## config.mk

```make
export PLATFORM = sky130hd
export DESIGN_NAME = alu_sequencer
export DESIGN_NICKNAME = d
export VERILOG_FILES = /design/src/rtl/alu_sequencer.sv
export SDC_FILE = /design/constraint.sdc
export NUM_CORES = 1
export LEC_CHECK = 0
export CAP_MARGIN = 0
export CORE_ASPECT_RATIO = 1.75
export CORE_MARGIN = 2
export CORE_UTILIZATION = 49
export DETAILED_ROUTE_END_ITERATION = 8
export PLACE_DENSITY = 0.93
export SYNTH_ARGS = -nofsm -noshare
export SYNTH_HDL_FRONTEND = slang
export SYNTH_SLANG_ARGS = --single-unit
```

## constraint.sdc

```tcl
create_clock -name CLKb -period 4.6 [get_ports CLKb]
set_input_delay 0.92 -clock CLKb [delete_from_list [all_inputs] [get_ports CLKb]]
set_output_delay 0.92 -clock CLKb [all_outputs]
set_load 0.05 [all_outputs]
```

## src/rtl/alu_sequencer.sv

```systemverilog
// Multi-cycle control FSM for a 4-register, shared-bus datapath feeding a multi-stage ALU.
// Latches one instruction per Run, sequences bus/ALU strobes through T1..T4, and counts retired instructions.
module alu_sequencer #(
   parameter int N  = 10,
   parameter int CW = 16
) (
   input  logic          CLKb,
   input  logic          RST,
   input  logic          Run,
   input  logic [N-1:0]  DIN,
   output logic          IRout,
   output logic          ExtOut,
   output logic [3:0]    Rout,
   output logic [3:0]    Rin,
   output logic          Ain,
   output logic          Gin,
   output logic          Gout,
   output logic [3:0]    FN,
   output logic          Done,
   output logic          Busy,
   output logic [CW-1:0] Count
);

   typedef enum logic [2:0] {
      IDLE,
      T1,
      T2,
      T3,
      T4
   } state_t;

   state_t        state;
   state_t        state_next;
   logic [N-1:0]  ir;

   logic [1:0]    ir_class;
   logic [1:0]    rx;
   logic [1:0]    ry;
   logic [3:0]    op;
   logic          is_alu;
   logic          is_reg_alu;
   logic          is_load;
   logic          is_mov;

   assign ir_class   = ir[9:8];
   assign rx         = ir[7:6];
   assign ry         = ir[5:4];
   assign op         = ir[3:0];
   assign is_reg_alu = (ir_class == 2'b00);
   assign is_alu     = is_reg_alu || ir_class[1];
   assign is_load    = (ir_class == 2'b01) && (op == 4'b0000);
   assign is_mov     = (ir_class == 2'b01) && (op == 4'b0001);

   function automatic logic [3:0] reg_sel(input logic [1:0] r);
      reg_sel = 4'b0001 << r;
   endfunction

   always_ff @(posedge CLKb) begin
      if (RST) begin
         state <= IDLE;
         ir    <= '0;
         Count <= '0;
      end else begin
         state <= state_next;
         if (state == IDLE && Run) begin
            ir <= DIN;
         end
         if (Done) begin
            Count <= Count + CW'(1);
         end
      end
   end

   // Moore decode: every strobe depends only on the current state and the latched IR.
   always_comb begin
      state_next = state;
      IRout      = 1'b0;
      ExtOut     = 1'b0;
      Rout       = 4'b0000;
      Rin        = 4'b0000;
      Ain        = 1'b0;
      Gin        = 1'b0;
      Gout       = 1'b0;
      FN         = 4'b0000;
      Done       = 1'b0;
      Busy       = (state != IDLE);

      case (state)
         IDLE: begin
            if (Run) begin
               state_next = T1;
            end
         end
         T1: begin
            if (is_alu) begin
               Rout       = reg_sel(rx);
               Ain        = 1'b1;
               state_next = T2;
            end else if (is_load) begin
               ExtOut     = 1'b1;
               Rin        = reg_sel(rx);
               Done       = 1'b1;
               state_next = IDLE;
            end else if (is_mov) begin
               Rout       = reg_sel(ry);
               Rin        = reg_sel(rx);
               Done       = 1'b1;
               state_next = IDLE;
            end else begin
               Done       = 1'b1;
               state_next = IDLE;
            end
         end
         T2: begin
            // Immediate forms put IR on the bus instead of a second register.
            if (is_reg_alu) begin
               Rout = reg_sel(ry);
               Gin  = 1'b1;
            end else begin
               IRout = 1'b1;
            end
            state_next = T3;
         end
         T3: begin
            IRout      = 1'b1;
            Gout       = 1'b1;
            state_next = T4;
         end
         T4: begin
            Gout       = 1'b1;
            Rin        = reg_sel(rx);
            Done       = 1'b1;
            state_next = IDLE;
         end
         default: begin
            state_next = IDLE;
         end
      endcase

      if (state != IDLE && is_reg_alu) begin
         FN = op;
      end
   end

endmodule

```

==> results.py, run 1 <==
metrics = {
    "status": {
        "outcome": "completed",
    },
    "flow_run": {
        "max-cap-violations": 0,
    },
    "hold_path": {
        "hp-class": "flop to flop",
    },
    "sta": {
        "max_freq_ghz": 0.2581,
        "slew-limit-headroom_pct": 27.31,
        "period_needed_ps": 3874,
        "skew_ps": 9.022,
        "rsz0062_at_grt": "false",
        "tightestPinTransition_ps": 1087,
        "maxSlewViolCount": 0,
        "setup_tns_ps": 0,
        "setup_viol": 0,
        "hold_violations": 0,
        "fin_crit_sh_pct": 84.23,
    },
    "die": {
        "core_sq_um": 2895,
        "die_w_um": 45.51,
        "row_count": 26,
        "ios": 48,
        "initial_core_util_pct": 51.04,
        "die_h_um": 76.65,
        "fp.dieArea_sq_um": 3488,
    },
    "routing": {
        "drtPass1Iterations": 4,
        "routedWlPerCell_um": 13.50,
        "detail_route.drc_violations": 0,
        "route.vias.total": 1433,
        "ant_nets": 0,
        "vias_per_cell": 5.598,
        "drt_iter0_drc": 21,
        "totalWireLength_um": 3456,
    },
    "logic_synthesis": {
        "yosysSeqAreaShare_pct": 39.29,
        "synth_edf_count": 0,
        "synth.avg_cell_area_sq_um": 8.164,
        "yosys_warnings": 0,
        "syn_nets": 195,
        "synth_flop_cell": "dfxtp_1",
        "synthArstFlopShare_pct": 0,
        "synth_cell_types": 38,
        "synthCells": 181,
        "ys_seq_elements": 29,
        "syn_area_sq_um": 1478,
    },
    "clocking": {
        "cts_tree": "done",
        "cts_max_level": 2,
        "root_buffer": "clkbuf_8",
        "cts_hold_buf": 0,
        "path_clk_slew_ps": 60,
        "clk_latency_ps": 290,
        "cts_resized": 0,
        "numCtsBuffers": 5,
        "clockBufferDepth": 2,
        "post-cts-setup-buffer-count": 0,
        "cts.sinks": 29,
    },
    "cells_and_area": {
        "fin_nets": 241,
        "diodes": 0,
        "layout_commonest_cell": "clkdlybuf4s50_1",
        "regArea_sq_um": 580.6,
        "syn_to_final_growth_pct": 37.85,
        "multi_input_area_sq_um": 815.8,
        "layout_common_cells": "clkdlybuf4s50_1, dfxtp_1, nand2_1",
        "drive_gt1_share_pct": 6.140,
        "fillers": 233,
    },
    "pwr": {
        "power_density_nw_per_um2": 296.1,
        "vdd_drop_max_mv": 0.2575,
        "p_leak_nw": 0.6739,
        "power_uw": 603.1,
    },
    "global_route": {
        "grt_max_degree": 32,
        "grt_pass1_wl_um": 5568,
        "grt_antenna_before_repair": 0,
        "grt_overflow": 0,
        "grt_usage_pct": 21.22,
        "grt_pass1_vias": 1321,
    },
    "setup_path": {
        "cpLargestDelayFamily": "simple AND/OR/NAND/NOR gates",
        "crit_required_ps": 3680,
        "worstSetupPathType": "flop to output pin",
        "cp.arrival_ps": 2950,
        "max_stage_delay_ps": 830,
        "start_kind": "flop",
        "critPathSlowestCell": "clkdlybuf4s50_1",
        "cp_num_buf_inv": 1,
        "cp_cell_sequence": "nand4bb_1 -> o41ai_1 -> nand2b_1 -> nor3_1 -> clkdlybuf4s50_1",
        "crit_path_end_kind": "output pin",
        "crit_fanout": 12,
    },
    "placed_design": {
        "gp_congestion": 0.7769,
        "io_buffers": 47,
        "dp_hpwl_um": 2508,
    },
}
-- routing by layer --
metal / share of wire [%] / global-route usage, %
met1: 37 / 21.97
met2: 54 / 36.20
met3: 5.1 / 4.028
met4: 3.4 / 13.24
met5: 0 / 0
-- cell usage after synthesis (2+ instances only) --
library cell / n / share of area (%)
dfxtp_1: 29 / 39
nand2_1: 26 / 6.6
a21oi_1: 18 / 6.1
nor2_1: 17 / 4.3
inv_1: 9 / 2.3
xnor2_1: 8 / 4.7
nor3_1: 6 / 2.0
o21ai_0: 6 / 2.0
or3_1: 6 / 2.5
and2_1: 5 / 2.1
nand2b_1: 5 / 2.1
a211oi_1: 4 / 2.0
clkbuf_1: 4 / 1.0
nand3_1: 4 / 1.4
nor2b_1: 3 / 1.3
o32ai_1: 3 / 1.8
a2111oi_2: 2 / 2.0
and4_1: 2 / 1.2
buf_2: 2 / 0.68
buf_6: 2 / 1.5
mux2i_1: 2 / 1.4
nor3b_1: 2 / 1.0
-- path summary, 6_finish.rpt --
| path | slack, ps | start | to | cells past startpoint |
|---|---|---|---|---|
| min | 490 | ir[0]$_SDFFE_PP0P_ | ir[0]$_SDFFE_PP0P_ | 2 |
| min reg2reg | 490 | ir[0]$_SDFFE_PP0P_ | ir[0]$_SDFFE_PP0P_ | 2 |
| max | 730 | state[0]$_SDFFE_PP0P_ | Rin[0] | 5 |
| max reg2reg | 2440 | state[0]$_SDFFE_PP0P_ | Count[13]$_SDFFE_PP0P_ | 4 |
-- power breakdown --
group / internal [mW] / switching [mW] / leakage (nW)
logic: 0.0390 / 0.0619 / 0.384
registers: 0.260 / 0.0116 / 0.235
clock network: 0.135 / 0.0958 / 0.0542
total: 0.434 / 0.169 / 0.674
-- flip-flops by register name, indices dropped and copies added, names as in the netlist --
| name | count |
|---|---|
| state | 3 |
| Count | 16 |
| ir | 10 |
-- cell type report --
type                       instances  area share, %
multi-input combinational        135          40.05
sequential                        29          28.50
timing repair buffer              47          23.10
clock buffer                       7          4.730
tap                               28          1.720
inverter                           9          1.658
clock inverter                     1         0.2457
-- kinds of logic after synthesis --
group           after synthesis  share of synthesized area [%]
flops                        29                          39.29
xor+xnor                      8                          4.742
fa+ha+maj                     1                         0.8466
mux                           4                          3.133
compound gates               37                          16.85
simple gates                 85                          29.64
buf+inv                      17                          5.503
-- worst reg2reg max path: stages (launching register included) --
cell	delay (ps)
dfxtp_1	470
nand4bb_1	540
a211o_1	480
nor3_1	210
mux2_2	350
-- per-stage QoR --
step,setup slack (ps),hold WS [ps],std cells,util [%],cell area [sq um]
floorplan,790.0,452.4,181,-,1478
global placement,1198,470.9,248,66.85,1936
detailed placement,1017,483.1,248,66.85,1936
CTS,696.5,493.8,256,70.35,2037
global route,484.6,505.3,256,70.35,2037
finish,725.5,489.0,256,70.35,2037
No activity file was read; power rests on OpenSTA's default activity.
==> run 2, diff against run 1 <==
--- a/config.mk
+++ b/config.mk
@@ -8,9 +8,9 @@
 export CAP_MARGIN = 0
 export CORE_ASPECT_RATIO = 1.75
 export CORE_MARGIN = 2
-export CORE_UTILIZATION = 49
+export CORE_UTILIZATION = 41
 export DETAILED_ROUTE_END_ITERATION = 8
-export PLACE_DENSITY = 0.93
+export PLACE_DENSITY = 0.84
 export SYNTH_ARGS = -nofsm -noshare
 export SYNTH_HDL_FRONTEND = slang
 export SYNTH_SLANG_ARGS = --single-unit
==> constraint.sdc (replaced) <==
create_clock -name CLKb -period 3.45 [get_ports CLKb]
set_input_delay 0.69 -clock CLKb [delete_from_list [all_inputs] [get_ports CLKb]]
set_output_delay 0.69 -clock CLKb [all_outputs]
set_load 0.05 [all_outputs]
==> run 2 against run 1 <==
Count of clock-buffer cells in the layout fell by 1; final cell count is 7.8% higher; clock power is 15% higher; first-iteration DRC count stayed put; via count down 1.4%; routed wire length is 4.7% higher; flip-flop and latch count is the same; die area is 18% higher; critical path type unchanged.
==> results.py, run 2 (same netlist as run 1, synthesis figures left out) <==
metrics = {
    "cells_and_area": {
        "instances_no_fill": 276,
        "syn_to_final_growth_pct": 38.87,
        "top_regs": "Count: 16 flops, ir: 10 flops, state: 3 flops",
        "fillers": 334,
        "diodes": 0,
        "final_area_sq_um": 2052,
        "fin_nets": 244,
        "layout_commonest_cell": "clkdlybuf4s50_1",
        "layout_common_cells": "clkdlybuf4s50_1, dfxtp_1, nand2_1",
        "largest_register_ffs": 16,
        "drive_gt1_share_pct": 8.658,
        "regMostFlops": "Count",
        "final_core_util_pct": 59.77,
    },
    "setup_path": {
        "cp_num_buf_inv": 1,
        "critPathSlowestCell": "clkdlybuf4s50_1",
        "ff2ff_path_depth": 5,
        "crit_path_end_kind": "output pin",
        "r2r-end": "Count[11]$_SDFFE_PP0P_",
        "cp.arrival_ps": 2560,
        "start_kind": "flop",
        "cp.depth": 5,
        "cpLargestDelayFamily": "buffers and inverters",
        "r2r_slack_ps": 1580,
        "worstSetupPathType": "flop to output pin",
        "crit_required_ps": 2760,
        "cp_cell_sequence": "nor3b_1 -> o21ai_0 -> or3_1 -> o31ai_1 -> clkdlybuf4s50_1",
        "max_stage_delay_ps": 830,
        "r2r-start": "state[0]$_SDFFE_PP0P_",
        "crit_fanout": 9,
    },
    "pwr": {
        "power_density_nw_per_um2": 372.1,
        "p_clk_share_pct": 34.8,
        "pwr-share-comb_pct": 18.2,
        "intPower_uw": 539.8,
        "vdd_drop_max_mv": 0.3229,
        "switchingPower_uw": 223.7,
        "power_uw": 763.5,
        "p_leak_nw": 0.6871,
        "power_frac_seq_pct": 47.0,
        "switching_share_pct": 29.30,
    },
    "placed_design": {
        "placed_cell_area_sq_um": 1969,
        "placed_cells_incl_taps": 268,
        "io_buffers": 47,
        "dp_hpwl_um": 2700,
        "pre_cts_ws_ps": 521.6,
        "gp_congestion": 0.7832,
    },
    "flow_run": {
        "max-cap-violations": 0,
    },
    "clocking": {
        "root_buffer": "clkbuf_8",
        "cts_tree": "done",
        "cts.sinks": 29,
        "path_clk_slew_ps": 60,
        "cts_resized": 0,
        "cts_max_level": 2,
        "cts_hold_buf": 0,
        "clockBufferDepth": 2,
        "numCtsBuffers": 5,
        "post-cts-setup-buffer-count": 0,
        "clk_latency_ps": 280,
    },
    "global_route": {
        "grt_usage_pct": 18.76,
        "grt_max_degree": 18,
        "grt_antenna_before_repair": 0,
        "grt_pass1_wl_um": 5947,
        "grt_pass1_vias": 1333,
        "grt_overflow": 0,
    },
    "routing": {
        "drtPass1Iterations": 4,
        "ant_nets": 0,
        "vias_per_cell": 5.120,
        "drt_iter0_drc": 21,
        "routedWlPerCell_um": 13.12,
        "route.vias.total": 1413,
        "totalWireLength_um": 3620,
        "detail_route.drc_violations": 0,
    },
    "sta": {
        "maxSlewViolCount": 0,
        "setup_tns_ps": 0,
        "hold_violations": 0,
        "setup_viol": 0,
        "max_freq_ghz": 0.3081,
        "period_needed_ps": 3246,
        "worst_slack_ps": 204.2,
        "holdWs_ps": 484.8,
        "tightestPinTransition_ps": 608.6,
        "slew-limit-headroom_pct": 59.00,
        "fin_crit_sh_pct": 94.08,
        "skew_ps": 9.966,
        "rsz0062_at_grt": "false",
    },
    "die": {
        "core_sq_um": 3433,
        "initial_core_util_pct": 43.04,
        "ios": 48,
        "die_h_um": 83.42,
        "row_count": 28,
        "die_w_um": 49.38,
        "fp.dieArea_sq_um": 4119,
    },
    "hold_path": {
        "min_path_cells": 2,
        "min-delay-start": "ir[0]$_SDFFE_PP0P_",
        "hp-class": "flop to flop",
        "hold_end": "ir[0]$_SDFFE_PP0P_",
    },
    "status": {
        "outcome": "completed",
    },
}
run 2: cell types whose count changed in the layout (fill, tap and decap cells not counted):
cell | previous run | this run
clkinv_2 | 1 | 2
clkbuf_8 | 7 | 5
clkbuf_1 | 0 | 1
buf_4 | 0 | 7
clkdlybuf4s50_1 | 47 | 43
run 2: worst max path at each step:
| stage | start | endpoint | slack, ps |
|---|---|---|---|
| finish | state[0]$_SDFFE_PP0P_ | Rout[0] | 200 |
| floorplan | state[1]$_SDFFE_PP0P_ | Rout[1] | -130 |
| global placement | state[0]$_SDFFE_PP0P_ | Rout[0] | 610 |
| global route | state[0]$_SDFFE_PP0P_ | Rout[0] | 5 |
| CTS | state[0]$_SDFFE_PP0P_ | Rout[0] | 190 |
| detailed placement | state[0]$_SDFFE_PP0P_ | Rout[0] | 520 |
run 2: worst min-delay path, delay by kind of cell (launching register included):
| kind | cells | cell delay, ps |
|---|---|---|
| DFF | 1 | 330 |
| and+or+nand+nor | 1 | 60 |
| AOI/OAI and AO/OA | 1 | 50 |
run 2: power by group through the flow:
stage,clock network [mW],logic (mW),registers (mW)
floorplan,0,0.0949,0.364
global placement,0,0.138,0.366
detailed placement,0,0.140,0.366
CTS,0.275,0.140,0.359
global route,0.293,0.150,0.361
finish,0.266,0.139,0.359
run 2: layer usage:
| metal | track usage, % | wire length [um] | vias up |
|---|---|---|---|
| li1 | - | - | 722 |
| met1 | 19.53 | 1412 | 632 |
| met2 | 32.06 | 1914 | 47 |
| met3 | 4.496 | 145 | 12 |
| met4 | 13.13 | 146 | 0 |
| met5 | 0 | 0 | - |
run 2: cell type report:
type / count / area [sq um] / share of cell area, %
Multi-Input combinational cell: 135 / 815.8 / 39.76
Timing Repair Buffer: 50 / 483.0 / 23.54
Clock inverter: 2 / 10.01 / 0.4878
Clock buffer: 6 / 72.57 / 3.537
Inverter: 9 / 33.78 / 1.646
Tap cell: 45 / 56.30 / 2.744
Sequential cell: 29 / 580.6 / 28.29
==> run 3, diff against run 2 <==
--- a/config.mk
+++ b/config.mk
@@ -9,7 +9,9 @@
 export CORE_ASPECT_RATIO = 1.75
 export CORE_MARGIN = 2
 export CORE_UTILIZATION = 41
+export CTS_BUF_LIST = sky130_fd_sc_hd__clkbuf_16
 export DETAILED_ROUTE_END_ITERATION = 8
+export GPL_ROUTABILITY_DRIVEN = 0
 export PLACE_DENSITY = 0.84
 export SYNTH_ARGS = -nofsm -noshare
 export SYNTH_HDL_FRONTEND = slang
==> run 3 against run 2 <==
Count of clock-buffer cells in the layout fell by 1; combinational power barely moved; via count rose by 0.21%.
==> results.py, run 3 (same netlist as run 1, synthesis figures left out) <==
metrics = {
    "routing": {
        "drt_iter0_drc": 30,
        "route.vias.total": 1416,
        "routedWlPerCell_um": 13.42,
        "detail_route.drc_violations": 0,
        "vias_per_cell": 5.130,
        "ant_nets": 0,
        "totalWireLength_um": 3704,
        "drtPass1Iterations": 4,
    },
    "cells_and_area": {
        "layout_common_cells": "clkdlybuf4s50_1, dfxtp_1, nand2_1",
        "instances_no_fill": 276,
        "layout_commonest_cell": "clkdlybuf4s50_1",
        "final_core_util_pct": 61.41,
        "regArea_sq_um": 580.6,
        "diodes": 0,
        "top_regs": "Count: 16 flops, ir: 10 flops, state: 3 flops",
        "regMostFlops": "Count",
        "fin_nets": 244,
        "syn_to_final_growth_pct": 42.68,
        "fillers": 321,
        "multi_input_area_sq_um": 815.8,
        "largest_register_ffs": 16,
        "drive_gt1_share_pct": 8.658,
    },
    "flow_run": {
        "max-cap-violations": 0,
    },
    "global_route": {
        "grt_antenna_before_repair": 0,
        "grt_pass1_vias": 1350,
        "grt_overflow": 0,
        "grt_max_degree": 18,
        "grt_pass1_wl_um": 6058,
        "grt_usage_pct": 19.04,
    },
    "sta": {
        "rsz0062_at_grt": "false",
        "slew-limit-headroom_pct": 58.68,
        "skew_ps": 5.093,
        "fin_crit_sh_pct": 93.90,
        "setup_viol": 0,
        "maxSlewViolCount": 0,
        "max_freq_ghz": 0.3087,
        "tightestPinTransition_ps": 617.9,
        "worst_slack_ps": 210.6,
        "hold_violations": 0,
        "holdWs_ps": 482.6,
        "period_needed_ps": 3239,
    },
    "die": {
        "fp.dieArea_sq_um": 4119,
        "die_w_um": 49.38,
        "initial_core_util_pct": 43.04,
        "core_sq_um": 3433,
        "die_h_um": 83.42,
        "row_count": 28,
        "ios": 48,
    },
    "clocking": {
        "cts_resized": 0,
        "root_buffer": "clkbuf_16",
        "cts_max_level": 2,
        "cts_tree": "done",
        "post-cts-setup-buffer-count": 0,
        "cts_hold_buf": 0,
        "cts.sinks": 29,
        "numCtsBuffers": 5,
        "path_clk_slew_ps": 50,
        "clk_latency_ps": 280,
        "clockBufferDepth": 2,
    },
    "status": {
        "outcome": "completed",
    },
    "setup_path": {
        "crit_path_end_kind": "output pin",
        "worstSetupPathType": "flop to output pin",
        "crit_required_ps": 2760,
        "cp.arrival_ps": 2550,
        "start_kind": "flop",
        "crit_fanout": 9,
    },
    "pwr": {
        "power_density_nw_per_um2": 430.5,
        "vdd_drop_max_mv": 0.3615,
        "power_uw": 907.6,
        "p_leak_nw": 0.7169,
    },
    "placed_design": {
        "placed_cells_incl_taps": 268,
        "io_buffers": 47,
        "pre_cts_ws_ps": 521.6,
        "dp_hpwl_um": 2700,
    },
    "hold_path": {
        "hp-class": "flop to flop",
    },
}
## run 3: cell types whose count changed in the layout (fill, tap and decap cells not counted), sizes merged
cell	previous run	this run
clkbuf	6	5
inv	9	10
## run 3: metal layers
layer / track usage (%) / part of all wire, % / wire length, um / vias to the layer above
met5: 0 / 0 / 0 / -
met4: 12.63 / 2.9 / 106 / 0
met3: 3.957 / 3.6 / 132 / 8
met2: 33.29 / 54 / 1983 / 41
met1: 19.82 / 40 / 1482 / 646
li1: - / - / - / 721
## run 3: worst paths after layout
check / startpoint / endpoint / slack [ps] / depth (start not counted)
worst max-delay path: state[0]$_SDFFE_PP0P_ / Rout[0] / 210 / 5
worst max register to register: state[0]$_SDFFE_PP0P_ / Count[11]$_SDFFE_PP0P_ / 1570 / 5
worst min register to register: ir[0]$_SDFFE_PP0P_ / ir[0]$_SDFFE_PP0P_ / 480 / 2
worst min-delay path: ir[0]$_SDFFE_PP0P_ / ir[0]$_SDFFE_PP0P_ / 480 / 2
## run 3: final cells by class
type                            count  share of cell area, %
Tap cell                           45                  2.671
Sequential cell                    29                  27.54
Timing Repair Buffer               50                  22.91
Multi-Input combinational cell    135                  38.69
Inverter                            9                  1.602
Clock buffer                        5                  5.935
Clock inverter                      3                 0.6528
## run 3: through the flow
stage	setup TNS [ps]	cell area [sq um]
after floorplan	-481.9	1478
after detailed placement	0	1969
after global placement	0	1969
final	0	2108
after global routing	0	2108
after CTS	0	2108
## run 3: power by group
group	switching [mW]	internal (mW)
Combinational	0.0857	0.0541
Sequential	0.0127	0.347
Clock	0.147	0.261
Total	0.246	0.662
## run 3: critical path, stage by stage (launching register included)
cell             delay [ps]
dfxtp_1                 470
nor3b_1                 240
o21ai_0                 270
or3_1                   380
o31ai_1                  70
clkdlybuf4s50_1         830
